`src/rtl/event_stretcher.sv`:
```
// event_stretcher: turns one-tick event strobes into fixed-width visible
// pulses separated by a mandatory gap, queueing events that arrive mid-pulse.
module event_stretcher #(
  parameter int ON_TICKS  = 25_000_000,
  parameter int GAP_TICKS = 12_500_000,
  parameter int PEND_MAX  = 7,
  localparam int PW = $clog2(PEND_MAX + 1)
) (
  input  logic          clk,
  input  logic          rst,
  input  logic          evt,
  input  logic          ovf_clr,
  output logic          out,
  output logic          busy,
  output logic [PW-1:0] pend,
  output logic          ovf
);

  localparam int MAXT = (ON_TICKS > GAP_TICKS) ? ON_TICKS : GAP_TICKS;
  localparam int CW   = (MAXT > 1) ? $clog2(MAXT) : 1;

  localparam logic [CW-1:0] ON_LD  = CW'(ON_TICKS - 1);
  localparam logic [CW-1:0] GAP_LD = CW'(GAP_TICKS - 1);
  localparam logic [PW-1:0] PMAX   = PW'(PEND_MAX);

  localparam logic [1:0] S_IDLE = 2'd0;
  localparam logic [1:0] S_ON   = 2'd1;
  localparam logic [1:0] S_GAP  = 2'd2;

  logic [1:0]    r_state;
  logic [CW-1:0] r_cnt;
  logic [PW-1:0] r_pend;
  logic          r_ovf;

  logic [1:0]    w_state;
  logic [CW-1:0] w_cnt;
  logic [PW-1:0] w_pend;
  logic          w_last;
  logic          w_full;
  logic          w_drop;

  assign w_last = (r_state == S_GAP) && (r_cnt == '0);
  assign w_full = (r_pend == PMAX);
  assign w_drop = (r_state != S_IDLE) && !w_last && evt && w_full;

  // Next state, countdown reload and pending-queue bookkeeping.
  always_comb begin
    w_state = r_state;
    w_cnt   = r_cnt;
    w_pend  = r_pend;
    case (r_state)
      S_IDLE: begin
        if (evt) begin
          w_state = S_ON;
          w_cnt   = ON_LD;
        end
      end
      S_ON: begin
        if (r_cnt == '0) begin
          w_state = S_GAP;
          w_cnt   = GAP_LD;
        end else begin
          w_cnt = r_cnt - 1'b1;
        end
        if (evt && !w_full) begin
          w_pend = r_pend + 1'b1;
        end
      end
      S_GAP: begin
        if (w_last) begin
          if (evt || (r_pend != '0)) begin
            w_state = S_ON;
            w_cnt   = ON_LD;
            if (!evt) begin
              w_pend = r_pend - 1'b1;
            end
          end else begin
            w_state = S_IDLE;
          end
        end else begin
          w_cnt = r_cnt - 1'b1;
          if (evt && !w_full) begin
            w_pend = r_pend + 1'b1;
          end
        end
      end
      default: begin
        w_state = S_IDLE;
        w_cnt   = '0;
        w_pend  = '0;
      end
    endcase
  end

  // State, counter and queue registers.
  always_ff @(posedge clk or posedge rst) begin
    if (rst) begin
      r_state <= S_IDLE;
      r_cnt   <= '0;
      r_pend  <= '0;
    end else begin
      r_state <= w_state;
      r_cnt   <= w_cnt;
      r_pend  <= w_pend;
    end
  end

  // Sticky overflow flag; a new drop beats a simultaneous clear.
  always_ff @(posedge clk or posedge rst) begin
    if (rst) begin
      r_ovf <= 1'b0;
    end else if (w_drop) begin
      r_ovf <= 1'b1;
    end else if (ovf_clr) begin
      r_ovf <= 1'b0;
    end
  end

  assign out  = (r_state == S_ON);
  assign busy = (r_state != S_IDLE);
  assign pend = r_pend;
  assign ovf  = r_ovf;

endmodule
```
`config.mk`:
```
export PLATFORM = sky130hd
export DESIGN_NAME = event_stretcher
export DESIGN_NICKNAME = d
export VERILOG_FILES = /design/src/rtl/event_stretcher.sv
export SDC_FILE = /design/constraint.sdc
export NUM_CORES = 1
export LEC_CHECK = 0
export CAP_MARGIN = 20
export CORE_MARGIN = 4
export CORE_UTILIZATION = 36
export DETAILED_ROUTE_END_ITERATION = 10
export MAX_ROUTING_LAYER = met4
export PLACE_DENSITY = 0.61
export SYNTH_ARGS = -nofsm -noshare
export SYNTH_HDL_FRONTEND = slang
export SYNTH_SLANG_ARGS = --single-unit
```
`constraint.sdc`:
```
create_clock -name clk -period 3.3 [get_ports clk]
set_clock_uncertainty 0.1 [all_clocks]
set_input_delay 0.33 -clock clk [delete_from_list [all_inputs] [get_ports clk]]
set_output_delay 0.33 -clock clk [all_outputs]
set_load 0.05 [all_outputs]
```
# Word level (Yosys, flattened, before mapping)
# Cells that the tools add are included.
# Widths: inputs -> output; s select.
[op_classes] add_sub_neg=3 multipliers=0 div_mod_pow=0 n_lt_le_gt_ge=0 eq_ne=8 shift=0 muxes=17 n_bitwise=1 n_reduce_logical=16
[ops] op="$mux 25" n=4
[ops] op="$pmux 25 s3" n=1
[ops] op="$logic_not 25->1" n=1
[ops] op="$sub 25x1->25 const B" n=1
[ops] op="$mux 3" n=4
[ops] op="$pmux 3 s3" n=1
[ops] op="$mux 2" n=3
[ops] op="$pmux 2 s3" n=1
[ops] op="$reduce_and 3->1" n=2
[ops] op="$logic_and 1x1->1" n=5
[ops] op="$ne 2x2->1 const B" n=2
[ops] op="$reduce_bool 2->1" n=2
[ops] op="$add 3x1->3 const B" n=1
[ops] op="$eq 3x3->1 const B" n=1
[ops] op="$mux 1" n=3
[ops] op="$ne 3x2->1 const B" n=1
[ops] op="$ne 3x3->1 const B" n=1
[ops] op="$reduce_bool 3->1" n=1
[ops] op="$sub 3x1->3 const B" n=1
[ops] op="$eq 2x1->1 const B" n=1
[ops] op="$eq 2x2->1 const B" n=1
[ops] op="$logic_not 1->1" n=2
[ops] op="$logic_not 2->1" n=1
[ops] op="$ne 2x1->1 const B" n=1
[ops] op="other kinds (3)" n=3
[word_totals] regBits=31 latchBits=0 mem_bits_rw=0 romBits=0 inputBits=4 out_inout_bits=6 n_memories=0

# Logic depth before layout (Yosys ltp)
[depth] ltp_word=7 mapped_depth=10 mapped_depth_nobuf=8

# Least setup slack after synthesis
# Ideal clock, no wire load.
[synth_timing] path_type="reg-to-reg" start="register r_pend[0] (netlist: pend[0])" end="register r_cnt[19]" setup_ns=0.088 arrival_time_ns=2.180 slack_ns=0.931 stages_incl_launch_ff=10 n_path_buf=1 synth_period_minus_slack_ns=2.369 cell_sequence="dfrtp_1 inv_1 ha_1 nor3b_1 nand2_1 o31a_1 nand2b_1 buf_6 a2111oi_0 o21bai_1"
[synth_via] elab_chain_cells=4
[synth_rtl] element="from (decl)" line_no="32" text="logic [PW-1:0] r_pend;"
[synth_rtl] element="from (signal assigned)" line_no="104" text="r_pend <= w_pend;"
[synth_rtl] element="$reduce_bool 3->1" line_no="71" text="if (evt || (r_pend != '0)) begin"
[synth_rtl] element="$logic_or 1x1->1" line_no="71"
[synth_rtl] element="$ne 3x2->1 (no line)"
[synth_rtl] element="$reduce_and 2->1 (no line)"
[synth_rtl] element="to (signal assigned)" line_no="103" text="r_cnt <= w_cnt;"
[synth_rtl] element="to (decl)" line_no="31" text="logic [CW-1:0] r_cnt;"
# No other way between the ends.
# A chain may end at the register's enable or synchronous reset.

# Worst setup path after layout
[layout_timing] start="register r_state[0]" end="output busy"
[layout_via] elab_chain_cells=1
[layout_rtl] element="from (decl)" line_no="30" text="logic [1:0] r_state;"
[layout_rtl] element="from (signal assigned)" line_no="102" text="r_state <= w_state;"
[layout_rtl] element="$reduce_bool 2->1" line_no="120" text="assign busy = (r_state != S_IDLE);"
[layout_rtl] element="to (decl)" line_no="14" text="output logic busy,"
# No other way between the ends.

==> impl_metrics.py <==
metrics = {
    "global_route": {
        "antenna_found_initial": 0,
        "overflow": 0,
        "grt_pass1_wl_um": 9740,
        "track_usage_pct": 16.2,
        "grt_pass1_vias": 1950,
        "grt_max_degree": 32,
    },
    "clock_network": {
        "clk_pin_slew_ns": 0.07,
        "h-tree-depth": 2,
        "tritoncts": "yes",
        "tritoncts.num_buffers": 5,
        "cts_resized": 0,
        "cts_sinks": 31,
        "clk_latency_ns": 0.28,
        "cts_buffer_depth": 2,
        "root_buffer": "clkbuf_8",
        "ctsHoldBuffers": 0,
        "cts_setup_buffers": 0,
    },
    "detailed_routing": {
        "vias_per_cell": 5.90,
        "drt-wirelength-per-cell_um": 16.3,
        "via_count": 2125,
        "first_pass_iters": 5,
        "drc": 0,
        "wl_um": 5870,
        "drt_iter0_drc": 197,
        "ant_nets": 0,
    },
    "synthesis": {
        "synth_cell_types": 60,
        "ys_async_sr_fraction_pct": 100,
        "avgSynthCellArea_um2": 8.58,
        "synth_area_um2": 2340,
        "synth_area_leaders": "dfrtp_1 33%, ha_1 5.3%, nor2_1 4.5%",
        "synthesis.nets": 287,
        "yosysSeqAreaShare_pct": 33.1,
        "synthCells": 273,
        "synthFlopType": "dfrtp_1",
        "yosysTopAreaCell": "dfrtp_1",
        "yosys_warnings": 0,
        "ys_ff_latch": 31,
        "synth_top_cell_area_share_pct": 33.1,
        "synth_edf_count": 0,
    },
    "floorplan": {
        "ioPinCount": 10,
        "coreArea_um2": 6350,
        "die_x_um": 88.7,
        "fp.dieArea_um2": 7860,
        "initial_utilization_pct": 36.9,
        "dieHeight_um": 88.7,
        "row_count": 29,
    },
    "timing": {
        "maxSlewViolCount": 0,
        "slew_headroom_pct": 55.8,
        "fin_crit_sh_pct": 87.1,
        "setup_tns_ns": 0,
        "setup_violations": 0,
        "layout_min_cycle_time_ns": 2.87,
        "worst_pin_slew_ns": 0.662,
        "clock.fmax_mhz": 348,
        "hold_viol_final": 0,
        "rsz0062_at_grt": "no",
    },
    "layout": {
        "post-route-util_pct": 40.2,
        "diodes": 0,
        "nNetsFinal": 296,
        "drive_gt1_share_pct": 9.89,
        "area_growth_pct": 8.97,
    },
    "worst_setup_path": {
        "cp-end-kind": "primary output",
        "r2r_slack_ns": 0.61,
        "cp-start-kind": "flip-flop",
        "critPathArrivalTime_ns": 2.44,
        "r2r_start": "r_cnt[8]",
        "worst-path-buf-inv": 4,
        "crit_chain": "inv_1, ha_1, clkinv_1, buf_4, clkdlybuf4s50_1",
        "cp_slowest_cell": "clkdlybuf4s50_1",
        "critical_path.max_fanout": 15,
        "worst_r2r_path_depth": 7,
        "critical_path_required_ns": 2.87,
        "r2r-end": "r_cnt[19]",
        "cpLargestDelayFamily": "buffers and inverters",
        "slowest_delay_ns": 0.70,
        "crit_type": "reg2out",
    },
    "pwr": {
        "vdd_drop_max_v": 0.000344,
        "leakagePower_nw": 1.04,
        "power_per_cell_area_nw_per_um2": 793,
    },
    "min_path": {
        "hold_class": "in2async",
    },
    "placement": {
        "hpwlAfterDp_um": 4240,
        "io_buffers": 9,
        "gp_congestion": 0.971,
    },
    "job": {
        "drv_cap": 0,
    },
    "outcome": {
        "status": "complete, no violations",
    },
}
## final cells by class
class,instances,area (µm²)
clock buffers,7,76.3
inverters,12,45.0
multi-input cells,217,1420
flip-flops and latches,31,776
fillers,628,3800
repair buffers,15,135
clock inverters,1,5.00
well taps,77,96.3
## worst reg2reg max path: stages, from the launching register on
cell	delay [ns]
dfrtp_1	0.46
nor4_2	0.46
nand3_1	0.28
buf_4	0.26
o31a_1	0.39
nand2b_1	0.33
a2111oi_0	0.12
o21bai_1	0.17
## where the power goes
| group | total (mW) | switching [mW] | internal, mW |
|---|---|---|---|
| clock | 0.287 | 0.139 | 0.148 |
| sequential | 0.707 | 0.202 | 0.505 |
| combinational | 1.03 | 0.614 | 0.417 |
| total | 2.02 | 0.955 | 1.07 |
## metrics by stage
step | hold slack [ns] | total power [mW] | area, µm² | instances | setup slack (ns)
global placement | 0.435 | 1.73 | 2470 | 352 | 0.685
finish | 0.329 | 2.02 | 2550 | 360 | 0.426
floorplan | 0.334 | 1.48 | 2340 | 273 | 0.931
CTS | 0.345 | 2.02 | 2550 | 360 | 0.424
detailed placement | 0.440 | 1.73 | 2470 | 352 | 0.684
global route | 0.386 | 2.19 | 2550 | 360 | 0.319
## Yosys cell counts, drive strengths merged, types with 2 or more instances
library cell and number:
a211o 2, a211oi 2, a21o 2, a21oi 17, a22oi 3, a31oi 7
a32o 2, a41oi 2, buf 8, clkbuf 5, dfrtp 31, ha 10
inv 11, nand2 25, nand2b 5, nand3 9, nand4 4, nor2 30
nor2b 2, nor3 16, nor3b 2, nor4 6, o21a 3, o21ai 27
o21bai 3, o22a 3, o22ai 3, o31a 4, o31ai 5, or2 3
or4 3, xnor2 4
## flip-flops by register name (all words and copies together), names as in the netlist
signal / flops
ovf: 1
pend: 3
r_cnt: 25
r_state: 2
## worst max-delay path by stage
| stage | depth (start not counted) | slack (ns) | endpoint | start |
|---|---|---|---|---|
| 2_1_floorplan | 9 | 0.93 | r_cnt[19] | pend[0] |
| 3_3_place_gp | 7 | 0.69 | r_cnt[19] | r_cnt[8] |
| 3_5_place_dp | 7 | 0.68 | r_cnt[19] | r_cnt[8] |
| 4_1_cts | 5 | 0.42 | busy | r_state[0] |
| 5_1_grt | 5 | 0.32 | busy | r_state[0] |
| 6_report | 5 | 0.43 | busy | r_state[0] |
## cell usage in the layout (no fill, tap or decap), types with 5 or more instances in the layout
master | netlist | final
dfrtp_1 | 31 | 31
buf_4 | 0 | 6
o21ai_1 | 7 | 7
clkbuf_8 | 2 | 5
o21ai_0 | 20 | 20
nor3_1 | 12 | 12
a21oi_1 | 17 | 17
inv_1 | 11 | 11
clkdlybuf4s50_1 | 0 | 9
nor2_1 | 28 | 28
nand2_1 | 25 | 25
ha_1 | 10 | 10
nand3_1 | 9 | 9
a31oi_1 | 7 | 7
nand2b_1 | 5 | 5
## cell families after synthesis
kind of cell	synth area share, %
adder cells (fa/ha/maj)	5.34
XOR/XNOR	1.87
flip-flops	33.1
AO/OA/AOI/OAI	25.7
AND/OR/NAND/NOR	27.6
buffers and inverters	6.30
## layer usage
metal	share of wire [%]	vias up	wire length, µm	track usage (%)
li1	-	1027	-	-
met1	49	1027	2860	23.0
met2	46	65	2670	24.1
met3	4.9	6	290	2.70
met4	0.66	0	39	3.43
met5	0	-	0	-
(Power assumes the default switching activity.)
